===== src/rtl/nic_defs.sv =====
// Shared types and constants for the CCI-P TX flow scheduler.
package nic_defs;

   localparam int LMAX_CCIP_BATCH = 2;
   // TxGrant.flow_id is sized by this; keep it equal to the scheduler's LMAX_NUM_OF_FLOWS.
   localparam int TX_LMAX_FLOWS   = 1;

   typedef enum logic [1:0] {
      IDLE      = 2'd0,
      SCAN      = 2'd1,
      GRANT     = 2'd2,
      WAIT_DONE = 2'd3
   } TxSchedState;

   typedef struct packed {
      logic [TX_LMAX_FLOWS-1:0] flow_id;
      logic [1:0]               l_len;
   } TxGrant;

endpackage


===== src/rtl/tx_flow_age_tracker.sv =====
// Per-flow saturating age counters; a flow is aged once it has waited flush_timeout cycles
// with data present. Counters clear on empty FIFO, on grant accept, or when the flow is inactive.
module tx_flow_age_tracker
#(
   parameter int LMAX_NUM_OF_FLOWS = 1,
   parameter int LTX_FIFO_DEPTH    = 3,
   parameter int AGE_W             = 16,
   localparam int MAX_TX_FLOWS     = 2**LMAX_NUM_OF_FLOWS,
   localparam int FW               = LTX_FIFO_DEPTH + 1
)(
   input  logic                         clk,
   input  logic                         reset,
   input  logic [LMAX_NUM_OF_FLOWS-1:0] number_of_flows,
   input  logic [AGE_W-1:0]             flush_timeout,
   input  logic [MAX_TX_FLOWS*FW-1:0]   fill_level,
   input  logic                         clear_vld,
   input  logic [LMAX_NUM_OF_FLOWS-1:0] clear_id,
   output logic [MAX_TX_FLOWS-1:0]      aged
);

   logic [AGE_W-1:0]        age_q [MAX_TX_FLOWS];
   logic [MAX_TX_FLOWS-1:0] hold_zero;

   always_comb begin
      hold_zero = '0;
      aged      = '0;
      for (int i = 0; i < MAX_TX_FLOWS; i++) begin
         hold_zero[i] = (fill_level[i*FW +: FW] == '0)
                     || (LMAX_NUM_OF_FLOWS'(i) > number_of_flows)
                     || (clear_vld && (clear_id == LMAX_NUM_OF_FLOWS'(i)));
         aged[i]      = (flush_timeout != '0) && (age_q[i] >= flush_timeout)
                     && (fill_level[i*FW +: FW] != '0);
      end
   end

   always_ff @(posedge clk) begin
      if (reset) begin
         for (int i = 0; i < MAX_TX_FLOWS; i++) age_q[i] <= '0;
      end else begin
         for (int i = 0; i < MAX_TX_FLOWS; i++) begin
            if (hold_zero[i])          age_q[i] <= '0;
            else if (age_q[i] != '1)   age_q[i] <= age_q[i] + 1'b1;
         end
      end
   end

endmodule


===== src/rtl/ccip_tx_flow_scheduler.sv =====
// Round-robin TX flow scheduler: picks the next flow FIFO to drain and the batch length,
// flushing aged partial batches; new grants stall while CCI-P c1 is almost full.
module ccip_tx_flow_scheduler
   import nic_defs::*;
#(
   parameter int LMAX_NUM_OF_FLOWS = TX_LMAX_FLOWS,
   parameter int LTX_FIFO_DEPTH    = 3,
   parameter int AGE_W             = 16,
   localparam int MAX_TX_FLOWS     = 2**LMAX_NUM_OF_FLOWS,
   localparam int FW               = LTX_FIFO_DEPTH + 1
)(
   input  logic                         clk,
   input  logic                         reset,
   input  logic                         start,
   input  logic [LMAX_NUM_OF_FLOWS-1:0] number_of_flows,
   input  logic [LMAX_CCIP_BATCH-1:0]   l_tx_batch_size,
   input  logic [AGE_W-1:0]             flush_timeout,
   input  logic                         c1_almost_full,
   input  logic [MAX_TX_FLOWS*FW-1:0]   fill_level,
   output logic                         grant_valid,
   input  logic                         grant_ready,
   output logic [LMAX_NUM_OF_FLOWS-1:0] grant_flow_id,
   output logic [1:0]                   grant_l_len,
   input  logic                         grant_done,
   output logic                         busy,
   output logic [31:0]                  stat_flush_cnt
);

   TxSchedState                  state_q, state_d;
   TxGrant                       grant_q, grant_d;
   logic [LMAX_NUM_OF_FLOWS-1:0] ptr_q, ptr_d;
   logic [31:0]                  flush_cnt_q;
   logic                         flush_inc;
   logic                         accept;
   logic [MAX_TX_FLOWS-1:0]      aged;
   logic [FW-1:0]                fill_sel;
   logic [FW:0]                  batch_lines;
   logic                         fill_full;
   logic [1:0]                   partial_len;

   function automatic logic [LMAX_NUM_OF_FLOWS-1:0] next_flow(
      input logic [LMAX_NUM_OF_FLOWS-1:0] cur,
      input logic [LMAX_NUM_OF_FLOWS-1:0] last
   );
      return (cur >= last) ? '0 : cur + 1'b1;
   endfunction

   function automatic logic [1:0] floor_log2(input logic [FW-1:0] v);
      logic [1:0] r;
      r = '0;
      for (int b = 0; b < FW; b++) if (v[b]) r = 2'(b);
      return r;
   endfunction

   assign accept      = (state_q == GRANT) && grant_ready;
   assign fill_sel    = fill_level[ptr_q*FW +: FW];
   assign batch_lines = (FW+1)'(1) << l_tx_batch_size;
   assign fill_full   = ({1'b0, fill_sel} >= batch_lines);

   always_comb begin
      partial_len = floor_log2(fill_sel);
      if (partial_len > l_tx_batch_size) partial_len = l_tx_batch_size;
   end

   tx_flow_age_tracker #(
      .LMAX_NUM_OF_FLOWS (LMAX_NUM_OF_FLOWS),
      .LTX_FIFO_DEPTH    (LTX_FIFO_DEPTH),
      .AGE_W             (AGE_W)
   ) u_age (
      .clk             (clk),
      .reset           (reset),
      .number_of_flows (number_of_flows),
      .flush_timeout   (flush_timeout),
      .fill_level      (fill_level),
      .clear_vld       (accept),
      .clear_id        (grant_q.flow_id),
      .aged            (aged)
   );

   always_comb begin
      state_d   = state_q;
      ptr_d     = ptr_q;
      grant_d   = grant_q;
      flush_inc = 1'b0;
      case (state_q)
         IDLE: if (start) state_d = SCAN;
         SCAN: begin
            if (!start) begin
               state_d = IDLE;
            end else if (c1_almost_full) begin
               state_d = SCAN;
            end else if (ptr_q > number_of_flows) begin
               // flow count shrank under the pointer: skip the now-inactive flow
               ptr_d = '0;
            end else if (fill_full) begin
               grant_d.flow_id = ptr_q;
               grant_d.l_len   = l_tx_batch_size;
               state_d         = GRANT;
            end else if (aged[ptr_q]) begin
               grant_d.flow_id = ptr_q;
               grant_d.l_len   = partial_len;
               flush_inc       = 1'b1;
               state_d         = GRANT;
            end else begin
               ptr_d = next_flow(ptr_q, number_of_flows);
            end
         end
         GRANT: if (grant_ready) state_d = WAIT_DONE;
         WAIT_DONE: begin
            if (grant_done) begin
               ptr_d   = next_flow(grant_q.flow_id, number_of_flows);
               state_d = SCAN;
            end
         end
         default: state_d = IDLE;
      endcase
   end

   always_ff @(posedge clk) begin
      if (reset) begin
         state_q     <= IDLE;
         ptr_q       <= '0;
         grant_q     <= '0;
         flush_cnt_q <= '0;
      end else begin
         state_q <= state_d;
         ptr_q   <= ptr_d;
         grant_q <= grant_d;
         if (flush_inc && (flush_cnt_q != '1)) flush_cnt_q <= flush_cnt_q + 1'b1;
      end
   end

   assign grant_valid    = (state_q == GRANT);
   assign busy           = (state_q == GRANT) || (state_q == WAIT_DONE);
   assign grant_flow_id  = grant_q.flow_id;
   assign grant_l_len    = grant_q.l_len;
   assign stat_flush_cnt = flush_cnt_q;

endmodule


===== config.mk =====
export PLATFORM = sky130hd
export DESIGN_NAME = ccip_tx_flow_scheduler
export DESIGN_NICKNAME = d
export VERILOG_FILES = /design/src/rtl/nic_defs.sv /design/src/rtl/tx_flow_age_tracker.sv /design/src/rtl/ccip_tx_flow_scheduler.sv
export SDC_FILE = /design/constraint.sdc
export NUM_CORES = 1
export LEC_CHECK = 0
export ABC_AREA = 1
export CELL_PAD_IN_SITES_DETAIL_PLACEMENT = 1
export CELL_PAD_IN_SITES_GLOBAL_PLACEMENT = 2
export CORE_MARGIN = 4
export CORE_UTILIZATION = 28
export CTS_CLUSTER_SIZE = 16
export DETAILED_ROUTE_END_ITERATION = 8
export PLACE_DENSITY = 0.76
export RECOVER_POWER = 50
export SYNTH_ARGS = -nofsm -noshare
export SYNTH_HDL_FRONTEND = slang
export SYNTH_HIERARCHICAL = 1
export SYNTH_SLANG_ARGS = --single-unit

===== constraint.sdc =====
create_clock -name clk -period 2.3 [get_ports clk]
set_input_delay 0.345 -clock clk [delete_from_list [all_inputs] [get_ports clk]]
set_output_delay 0.345 -clock clk [all_outputs]
set_load 0.01 [all_outputs]

==> metrics.yaml, run 1 <==
die_area_um2: 21800
fin_crit_sh_pct: 107
pre_cts_ws_ns: -0.571
synth_nets: 867
syn_inst: 788
cp_max_fo: 8
wirelength_um: 18100
setup_ws_ns: -0.166
status: "complete, but fails checks"
finalHoldViolCount: 0
worstHoldPathType: "reg2reg"
power_leakage_nw: 3.28
worstSetupEndpointType: "register"
vdd_drop_max_mv: 0.370
multiInputGateArea_um2: 3780
slew_headroom_pct: 67.9
p_clk_share_pct: 41.5
hold_slack_ns: 0.460
worst_slew_pin_slew_ns: 0.479
clk-insertion-delay-late_ns: 0.34
rows: 50
cp-start-kind: "primary input"
wl_met1_um: 8010
routedWlPerCell_um: 15.3
drt_iter0_markers: 166
fp.coreArea_um2: 18900
rsz0062_at_grt: "yes"
required_ns: 2.52
vias: 5492
cts_tree: "yes"
gp_congestion: 0.784
cts_max_path_buffers: 2
root_buffer: "clkbuf_16"
power_frac_comb_pct: 23.8
swShare_pct: 28.6
power_frac_seq_pct: 34.7
synth_area_leaders: "nand2_1 18%, edfxtp_1 18%, dfxtp_1 14%, ha_1 11%, nor2_1 7.4%"
grt_overflow: 0
finalSetupViolations: 32
num-nets-final: 999
synth-seq-cells: 70
placedInstanceArea_um2: 6780
met3_length_um: 417
fmax_mhz: 405
violations: "negative setup slack"
dr.max_layer_used: "met4"
numClockSinks: 70
portBuffers: 69
met2_length_um: 9320
synth.avg_cell_area_um2: 6.92
io_pins: 70
antenna_cells: 0
post-synth-top-area-fraction_pct: 18.5
grt_pass1_vias: 5782
seqCellArea_um2: 1720
antenna_left: 0
seq_area_frac_synth_pct: 31.6
die_x_um: 148
yosysTopAreaCell: "nand2_1"
drt-pass1-iter-count: 4
antenna_found_initial: 0
yosys_warnings: 6
avgViaCountPerCell: 4.63
numCtsBuffers: 9
grt_use_total_pct: 16.8
p_int_mw: 2.80
clkSlewWorstSetupHoldPaths_ns: 0.06
drc: 0
cts_max_level: 3
die_y_um: 148
ys_types: 39
layout_min_cycle_time_ns: 2.47
dp_cells: 1156
dpl.hpwl_um: 13400
maxCapViolations: 0
layout_commonest_cell: "nand2_1"
path_class: "in2reg"
start_util_pct: 28.8
drive_gt1_share_pct: 23.7
finalInstanceArea_um2: 7850
tns_ns: -4.43
fin_cells: 1185
grt_pass1_wl_um: 29500
syn_area_um2: 5450
syn2layout_area_growth_pct: 44.0
p_switching_mw: 1.12
most-common-layout-cells: "224 x nand2_1, 105 x nor2_1, 62 x inv_1"
cp_data_arrival_time_ns: 2.69
p_per_area_nw_per_um2: 499
n_fill_cell: 2334
slew_viol_final: 0
grt_max_degree: 20
skew_ns: 0.00774
## state kept, by name, summed over array words and instances, names as in the netlist
register	flops
grant_flow_id	1
u_age/age_q	32
stat_flush_cnt	32
state_q	2
grant_l_len	2
ptr_q	1
## critical path, cell delays in order
cell and delay (ns):
clkdlybuf4s50_1 0.48, inv_1 0.12, ha_4 0.29, nand2_1 0.09, nor3_2 0.18, nand2_1 0.08, a21oi_2 0.13, nand3_1 0.09
o21ai_2 0.09, nand2_2 0.09, nor2_4 0.15, nand2_4 0.10, buf_12 0.16, clkbuf_16 0.17, nand2_1 0.06, a21oi_1 0.06
## synthesized netlist by cell type
cell and count:
buf_12 1, edfxtp_1 32, inv_1 74, and2_1 1, o311ai_0 1, inv_2 2, ha_1 46, or2_0 2
nor3_1 11, nand2_4 4, nor2_4 5, nor2_1 107, clkbuf_1 3, dfxtp_1 38, buf_4 1, mux2i_1 1
nand4_1 12, nand3_2 3, a21oi_2 1, nand3_1 22, or2_2 4, xor2_1 19, o21ai_4 1, nand2_1 268
buf_2 1, buf_6 7, a21oi_1 61, o22ai_1 1, o211ai_1 1, buf_1 1, o21bai_1 1, and3b_1 1
o21ai_1 1, nand2_2 2, xnor2_1 12, nor2_2 14, o21ai_0 13, nand3b_1 11, o21a_1 2
## cell type report
| class | instances | area share (%) |
|---|---|---|
| Tap cell | 260 | 4.14 |
| Clock buffer | 9 | 2.87 |
| Timing Repair Buffer | 135 | 17.6 |
| Inverter | 76 | 3.83 |
| Multi-Input combinational cell | 628 | 48.2 |
| Sequential cell | 70 | 21.9 |
| Clock inverter | 7 | 1.42 |
## per-stage QoR
stage | util, % | power [mW]
detailed placement | 35.9 | 2.25
global route | 41.5 | 4.15
finish | 41.5 | 3.92
global placement | 35.9 | 2.24
floorplan | - | 1.90
CTS | 39.6 | 3.93
## metal layers
metal  track usage (%)  vias up
li1                  -     2802
met1              20.9     2592
met2              29.8       76
met3              2.76       22
met4              4.80        0
met5                 0        -
## power groups by stage
| stage | Combinational (mW) | Sequential, mW | Clock, mW |
|---|---|---|---|
| finish | 0.934 | 1.36 | 1.63 |
| global route | 1.06 | 1.36 | 1.73 |
| CTS | 0.903 | 1.36 | 1.67 |
| detailed placement | 0.863 | 1.39 | 0 |
| global placement | 0.857 | 1.39 | 0 |
| floorplan | 0.513 | 1.38 | 0 |
## path summary, 6_finish.rpt
| check | startpoint | endpoint | slack (ns) | depth (start not counted) |
|---|---|---|---|---|
| min reg2reg | grant_l_len[1]$_SDFFE_PP0P_ | grant_l_len[1]$_SDFFE_PP0P_ | 0.46 | 2 |
| max | flush_timeout[15] | stat_flush_cnt[26]$_SDFFE_PP0P_ | -0.17 | 16 |
| min | grant_l_len[1]$_SDFFE_PP0P_ | grant_l_len[1]$_SDFFE_PP0P_ | 0.46 | 2 |
| max reg2reg | u_age/age_q[1][1]$_SDFFCE_PN0P_ | stat_flush_cnt[26]$_SDFFE_PP0P_ | -0.13 | 17 |
## kinds of logic (layout without fill, tap and decap cells)
family	count (synthesis)	after routing	share of synthesized area (%)
AO/OA/AOI/OAI	83	83	8.17
XOR/XNOR	31	31	4.98
adder cells (fa/ha/maj)	46	46	10.6
buffers and inverters	90	227	7.55
flip-flops	70	70	31.6
multiplexers	1	1	0.184
AND/OR/NAND/NOR	467	467	37.0
## repair_timing
action,CTS,global route
cloned,5,2
hold buffers,0,0
resized for setup,65,93
setup endpoints to repair,37,38
pin swaps,8,36
buffers inserted,6,2
No activity file was read; power rests on OpenSTA's default activity.
==> run 2: changes to the inputs <==
HOLD_SLACK_MARGIN = 0.08   (was unset)
MAX_ROUTING_LAYER = met4   (was unset)
==> run 2 against run 1 <==
Effect of this change:
- the flow still finishes with violations (negative setup slack)
- routed wire length barely moved
- final cell count did not move
- design area barely moved
- global-route usage rose by 0.50 points
- maximum frequency barely moved
- die area did not move
- first-iteration DRC count fell by 2.4%
- flip-flop and latch count did not move
- register-to-register slack barely moved
- clock skew barely moved
- critical path depth did not move
- via count fell by 0.15%
- critical path type unchanged
==> metrics.yaml, run 2 (synthesis gave the netlist of run 1 again) <==
fmax_mhz: 406  # about the same
grt_use_met3_pct: 2.51  # -0.25 points
drc: 0  # unchanged
hold_slack_ns: 0.458  # -0.00204 ns
tns_ns: -4.41  # +0.0242 ns
die_area_um2: 21800  # unchanged
wirelength_um: 18100  # about the same
critical-path-top-delay-family: "buffers and inverters"
cts_max_level: 3  # unchanged
rows: 50  # unchanged
root_buffer: "clkbuf_16"
cpMostUsedCell: "nand2_1"
grt_overflow: 0  # unchanged
portBuffers: 69  # unchanged
r2r_cells: 17  # unchanged
cts_max_path_buffers: 2  # unchanged
cp-start-kind: "primary input"
num-nets-final: 999  # unchanged
p_total_mw: 3.92  # about the same
io_pins: 70  # unchanged
grt_max_degree: 20  # unchanged
status: "complete, but fails checks"
r2r_start: "u_age/age_q[1][1]$_SDFFCE_PN0P_"
drive_gt1_share_pct: 23.6  # -0.11 points
antenna_cells: 0  # unchanged
slew_viol_final: 0  # unchanged
clk-insertion-delay-late_ns: 0.34  # about the same
setup_ws_ns: -0.164  # +0.00220 ns
clkSlewWorstSetupHoldPaths_ns: 0.06  # about the same
violations: "negative setup slack"
hp-start: "grant_l_len[1]$_SDFFE_PP0P_"
grt_use_total_pct: 17.3  # +0.50 points
fin_crit_sh_pct: 107  # about the same
fp.coreArea_um2: 18900  # unchanged
met1_usage_pct: 21.1  # +0.19 points
p_per_area_nw_per_um2: 499  # about the same
most-common-layout-cells: "225 x nand2_1, 105 x nor2_1, 62 x inv_1"
cts_tree: "yes"
slowest_stage: "clkdlybuf4s50_1"
avgViaCountPerCell: 4.63  # -0.15%
grt-busiest-layer: "met2"
die_x_um: 148  # unchanged
required_ns: 2.52  # about the same
cp_data_arrival_time_ns: 2.69  # about the same
rsz0062_at_grt: "yes"
skew_ns: 0.00771  # -0.0000282 ns
reg2reg_slack_ns: -0.13  # about the same
pre_cts_ws_ns: -0.571  # unchanged
cp-startpoint: "flush_timeout[15]"
min_to: "grant_l_len[1]$_SDFFE_PP0P_"
path_cells: "clkdlybuf4s50_1, inv_1, ha_4, nand2_1, nor3_2, nand2_1, a21oi_2, nand3_1, o21ai_2, nand2_2, nor2_4, nand2_4, buf_12, clkbuf_16, nand2_1, a21oi_1"
critPathBufInv: 4  # unchanged
drt_iter0_markers: 162  # -2.4%
antenna_found_initial: 0  # unchanged
numCtsBuffers: 9  # unchanged
worst_slew_pin_slew_ns: 0.479  # -0.0000851 ns
slew_headroom_pct: 67.9  # about the same
start_util_pct: 28.8  # unchanged
layout_min_cycle_time_ns: 2.46  # -0.00220 ns
drt-pass1-iter-count: 4  # unchanged
grt_pass1_wl_um: 29500  # unchanged
min_path_cells: 2  # unchanged
maxCapViolations: 0  # unchanged
cp_max_fo: 8  # unchanged
finalHoldViolCount: 0  # unchanged
syn2layout_area_growth_pct: 44.0  # about the same
timing.rr.end: "stat_flush_cnt[26]$_SDFFE_PP0P_"
die_y_um: 148  # unchanged
layout_commonest_cell: "nand2_1"
power_leakage_nw: 3.28  # about the same
use_met2_pct: 29.8  # about the same
worstHoldPathType: "reg2reg"
routedWlPerCell_um: 15.3  # about the same
dpl.hpwl_um: 13400  # unchanged
cp_slowest_stage_delay_ns: 0.47  # about the same
vias: 5484  # -0.15%
vdd_drop_max_mv: 0.370  # about the same
path_class: "in2reg"
finalSetupViolations: 32  # unchanged
antenna_left: 0  # unchanged
worstSetupEndpointType: "register"
grt_pass1_vias: 5780  # -0.035%
gp_congestion: 0.795  # +1.4%
numClockSinks: 70  # unchanged
==> run 2: cell counts in the layout (fill, tap and decap cells not counted) <==
No cell type changed its count.
==> run 2: timing repair <==
item | in CTS | in global routing
hold buffers | 0 | 0
setup endpoints to repair | 37 | 38
resized for setup | 65 | 92
setup buffers | 6 | 2
cloned | 5 | 2
pin swaps | 8 | 36
==> run 2: worst max-delay path by stage <==
stage	cells after the start	endpoint
finish	16	stat_flush_cnt[26]$_SDFFE_PP0P_
floorplan	14	stat_flush_cnt[22]$_SDFFE_PP0P_
global placement	19	stat_flush_cnt[29]$_SDFFE_PP0P_
CTS	17	stat_flush_cnt[0]$_SDFFE_PP0P_
global route	17	stat_flush_cnt[8]$_SDFFE_PP0P_
detailed placement	19	stat_flush_cnt[19]$_SDFFE_PP0P_
==> run 2: power breakdown <==
group,total (mW),leakage [nW],internal [mW],switching [mW]
clock,1.63,0.165,1.05,0.572
combinational,0.935,2.42,0.409,0.526
sequential,1.36,0.699,1.33,0.0248
==> run 2: layout make-up <==
cell class                      instances  area, um^2
Fill cell                            2333       11000
Multi-Input combinational cell        628        3780
Sequential cell                        70        1720
Timing Repair Buffer                  135        1380
Tap cell                              260         325
Inverter                               76         300
Clock buffer                            9         225
Clock inverter                          7         111
==> run 2: per-stage QoR <==
stage / std cells / util [%] / area (um^2)
global placement: 1156 / 35.9 / 6780
detailed placement: 1156 / 35.9 / 6780
floorplan: 788 / - / 5450
global route: 1185 / 41.5 / 7850
finish: 1185 / 41.5 / 7850
CTS: 1183 / 39.6 / 7480
==> run 2: routing by layer <==
| metal | vias to the layer above | routed length (um) |
|---|---|---|
| li1 | 2800 | - |
| met1 | 2575 | 7900 |
| met4 | 0 | 330 |
| met2 | 86 | 9350 |
| met5 | - | 0 |
| met3 | 23 | 517 |
==> run 2: worst min-delay path, cell delays in order, from the launching register on <==
cell and delay (ns):
dfxtp_1 0.30, nand2_1 0.06, a21oi_1 0.05
==> run 3: changes to the inputs <==
SKIP_LAST_GASP = 1   (was unset)
clock period = 2.2 ns   (was 2.3 ns; I/O delays follow)
==> run 3 against run 2 <==
Effect of this change:
- the run still ends with negative setup slack left
- non-clock buffer count is 12 higher
- clock power decreased by 7%
- flip-flop and latch count unchanged
- sequential share of layout area up 0.48 points
- first-iteration DRC count is 33% higher
- total power up 1.7%
- sequential power rose by 4%
- die area unchanged
- clock skew up 0.0012 ns
- register-to-register slack worse by 0.10 ns
- critical path type is now reg2reg
- critical endpoint is now stat_flush_cnt[18]$_SDFFE_PP0P_
- largest cell class unchanged
==> metrics.yaml, run 3 (synthesis gave the netlist of run 1 again) <==
most-common-layout-cells: "249 x nand2_1, 105 x nor2_1, 66 x buf_4"
finalSetupViolations: 34  # +6.3%
root_buffer: "clkbuf_16"
drc: 0  # unchanged
skew_ns: 0.00889  # +0.00119 ns
tns_ns: -6.03  # -1.62 ns
cpMostUsedCell: "nand2_1"
grt_pass1_wl_um: 29200  # -1.0%
finalHoldViolCount: 0  # unchanged
cts_max_path_buffers: 2  # unchanged
cp_data_arrival_time_ns: 2.71  # +0.02 ns
worst_slew_pin_slew_ns: 0.457  # -0.0223 ns
portBuffers: 69  # unchanged
numClockSinks: 70  # unchanged
r2r_cells: 18  # +1
num-nets-final: 1011  # +1.2%
cp_slowest_stage_delay_ns: 0.41  # -0.06 ns
cp_max_fo: 5  # -3
die_x_um: 148  # unchanged
p_total_mw: 3.98  # +1.7%
placedInstanceArea_um2: 6900  # +1.9%
antenna_left: 0  # unchanged
start_util_pct: 28.8  # unchanged
slew_viol_final: 0  # unchanged
routedWlPerCell_um: 15.0  # -1.9%
grt_max_degree: 21  # +5.0%
p_per_area_nw_per_um2: 519  # +3.9%
min_path_cells: 2  # unchanged
antenna_found_initial: 0  # unchanged
rows: 50  # unchanged
path_cells: "ha_1, nand2_4, inv_2, nand2_1, nand2_1, nand2_1, nand2_1, nand2_1, a21oi_2, inv_1, o21ai_2, nand2_1, nor2_2, nand2_4, clkinv_8, clkbuf_16, nand2_1, a21oi_1"
drive_gt1_share_pct: 21.0  # -2.5 points
worstHoldPathType: "reg2reg"
avgViaCountPerCell: 4.63  # about the same
grt_overflow: 0  # unchanged
violations: "negative setup slack"
grt_pass1_vias: 5732  # -0.83%
gp_congestion: 0.787  # -0.99%
required_ns: 2.48  # -0.04 ns
maxCapViolations: 0  # unchanged
dpl.hpwl_um: 14000  # +4.0%
fp.coreArea_um2: 18900  # unchanged
layout_min_cycle_time_ns: 2.43
cts_tree: "yes"
hold_slack_ns: 0.465  # +0.00667 ns
slowest_stage: "edfxtp_1"
status: "complete, but fails checks"
grt_use_total_pct: 17.1  # -0.11 points
finalInstanceArea_um2: 7680  # -2.1%
cts_max_level: 3  # unchanged
numCtsBuffers: 9  # unchanged
vias: 5538  # +0.98%
cp-start-kind: "register"
setup_ws_ns: -0.231  # -0.0669 ns
drt_iter0_markers: 215  # +33%
rsz0062_at_grt: "yes"
path_class: "reg2reg"
clk-insertion-delay-late_ns: 0.35  # about the same
syn2layout_area_growth_pct: 40.9
n_fill_cell: 2396  # +2.7%
clkSlewWorstSetupHoldPaths_ns: 0.06  # about the same
layout_commonest_cell: "nand2_1"
fmax_mhz: 411
io_pins: 70  # unchanged
antenna_cells: 0  # unchanged
slew_headroom_pct: 69.4  # +1.5 points
die_y_um: 148  # unchanged
vdd_drop_max_mv: 0.337  # -9.0%
worstSetupEndpointType: "register"
drt-pass1-iter-count: 4  # unchanged
fin_crit_sh_pct: 111
dp_cells: 1173  # +1.5%
die_area_um2: 21800  # unchanged
wirelength_um: 17900  # -0.92%
ctsHoldBuffers: 0  # unchanged
power_leakage_nw: 3.30  # +0.57%
fin_cells: 1197  # +1.0%
-- run 3: metal layers --
metal  GRT usage, %  up-vias  part of all wire, %
met1           20.8     2645                   45
met3           2.54       15                  1.8
met2           29.8       55                   51
met5              -        -                    0
met4           4.52        0                  1.3
li1               -     2823                    -
-- run 3: what timing repair did --
action,4_1_cts,5_1_grt
cloned,1,2
endpoints found under the setup margin,38,38
setup buffers,4,3
pin swaps,7,24
gates resized for setup,51,57
-- run 3: area by class of cell --
| cell class | count | area, um^2 | share of cell area (%) |
|---|---|---|---|
| Sequential cell | 70 | 1720 | 22.4 |
| Tap cell | 260 | 325 | 4.24 |
| Timing Repair Buffer | 147 | 1360 | 17.7 |
| Inverter | 76 | 298 | 3.88 |
| Clock buffer | 13 | 258 | 3.36 |
| Multi-Input combinational cell | 628 | 3670 | 47.8 |
| Clock inverter | 3 | 43.8 | 0.570 |
-- run 3: path summary, 6_finish.rpt --
path	startpoint	to	slack, ns
setup / recovery	u_age/age_q[0][2]$_SDFFCE_PN0P_	stat_flush_cnt[18]$_SDFFE_PP0P_	-0.23
setup reg to reg	u_age/age_q[0][2]$_SDFFCE_PN0P_	stat_flush_cnt[18]$_SDFFE_PP0P_	-0.23
hold / removal	grant_l_len[1]$_SDFFE_PP0P_	grant_l_len[1]$_SDFFE_PP0P_	0.46
hold reg to reg	grant_l_len[1]$_SDFFE_PP0P_	grant_l_len[1]$_SDFFE_PP0P_	0.46
-- run 3: through the flow --
stage	setup slack (ns)	util, %
6_report	-0.231	40.7
5_1_grt	-0.405	40.7
4_1_cts	-0.173	39.2
3_5_place_dp	-0.613	36.5
3_3_place_gp	-0.538	36.5
2_1_floorplan	0.00355	-
-- run 3: where the power goes --
| group | leakage [nW] | internal [mW] | switching, mW |
|---|---|---|---|
| sequential | 0.699 | 1.39 | 0.0288 |
| combinational | 2.45 | 0.480 | 0.563 |
| clock | 0.151 | 0.936 | 0.583 |
-- run 3: critical path: cells and delay by family, from the launching register on --
family / cells / cell delay [ns]
AOI/OAI and AO/OA: 3 / 0.40
adders and majority gates: 1 / 0.34
buffers and inverters: 4 / 0.37
DFF: 1 / 0.41
and+or+nand+nor: 10 / 0.83
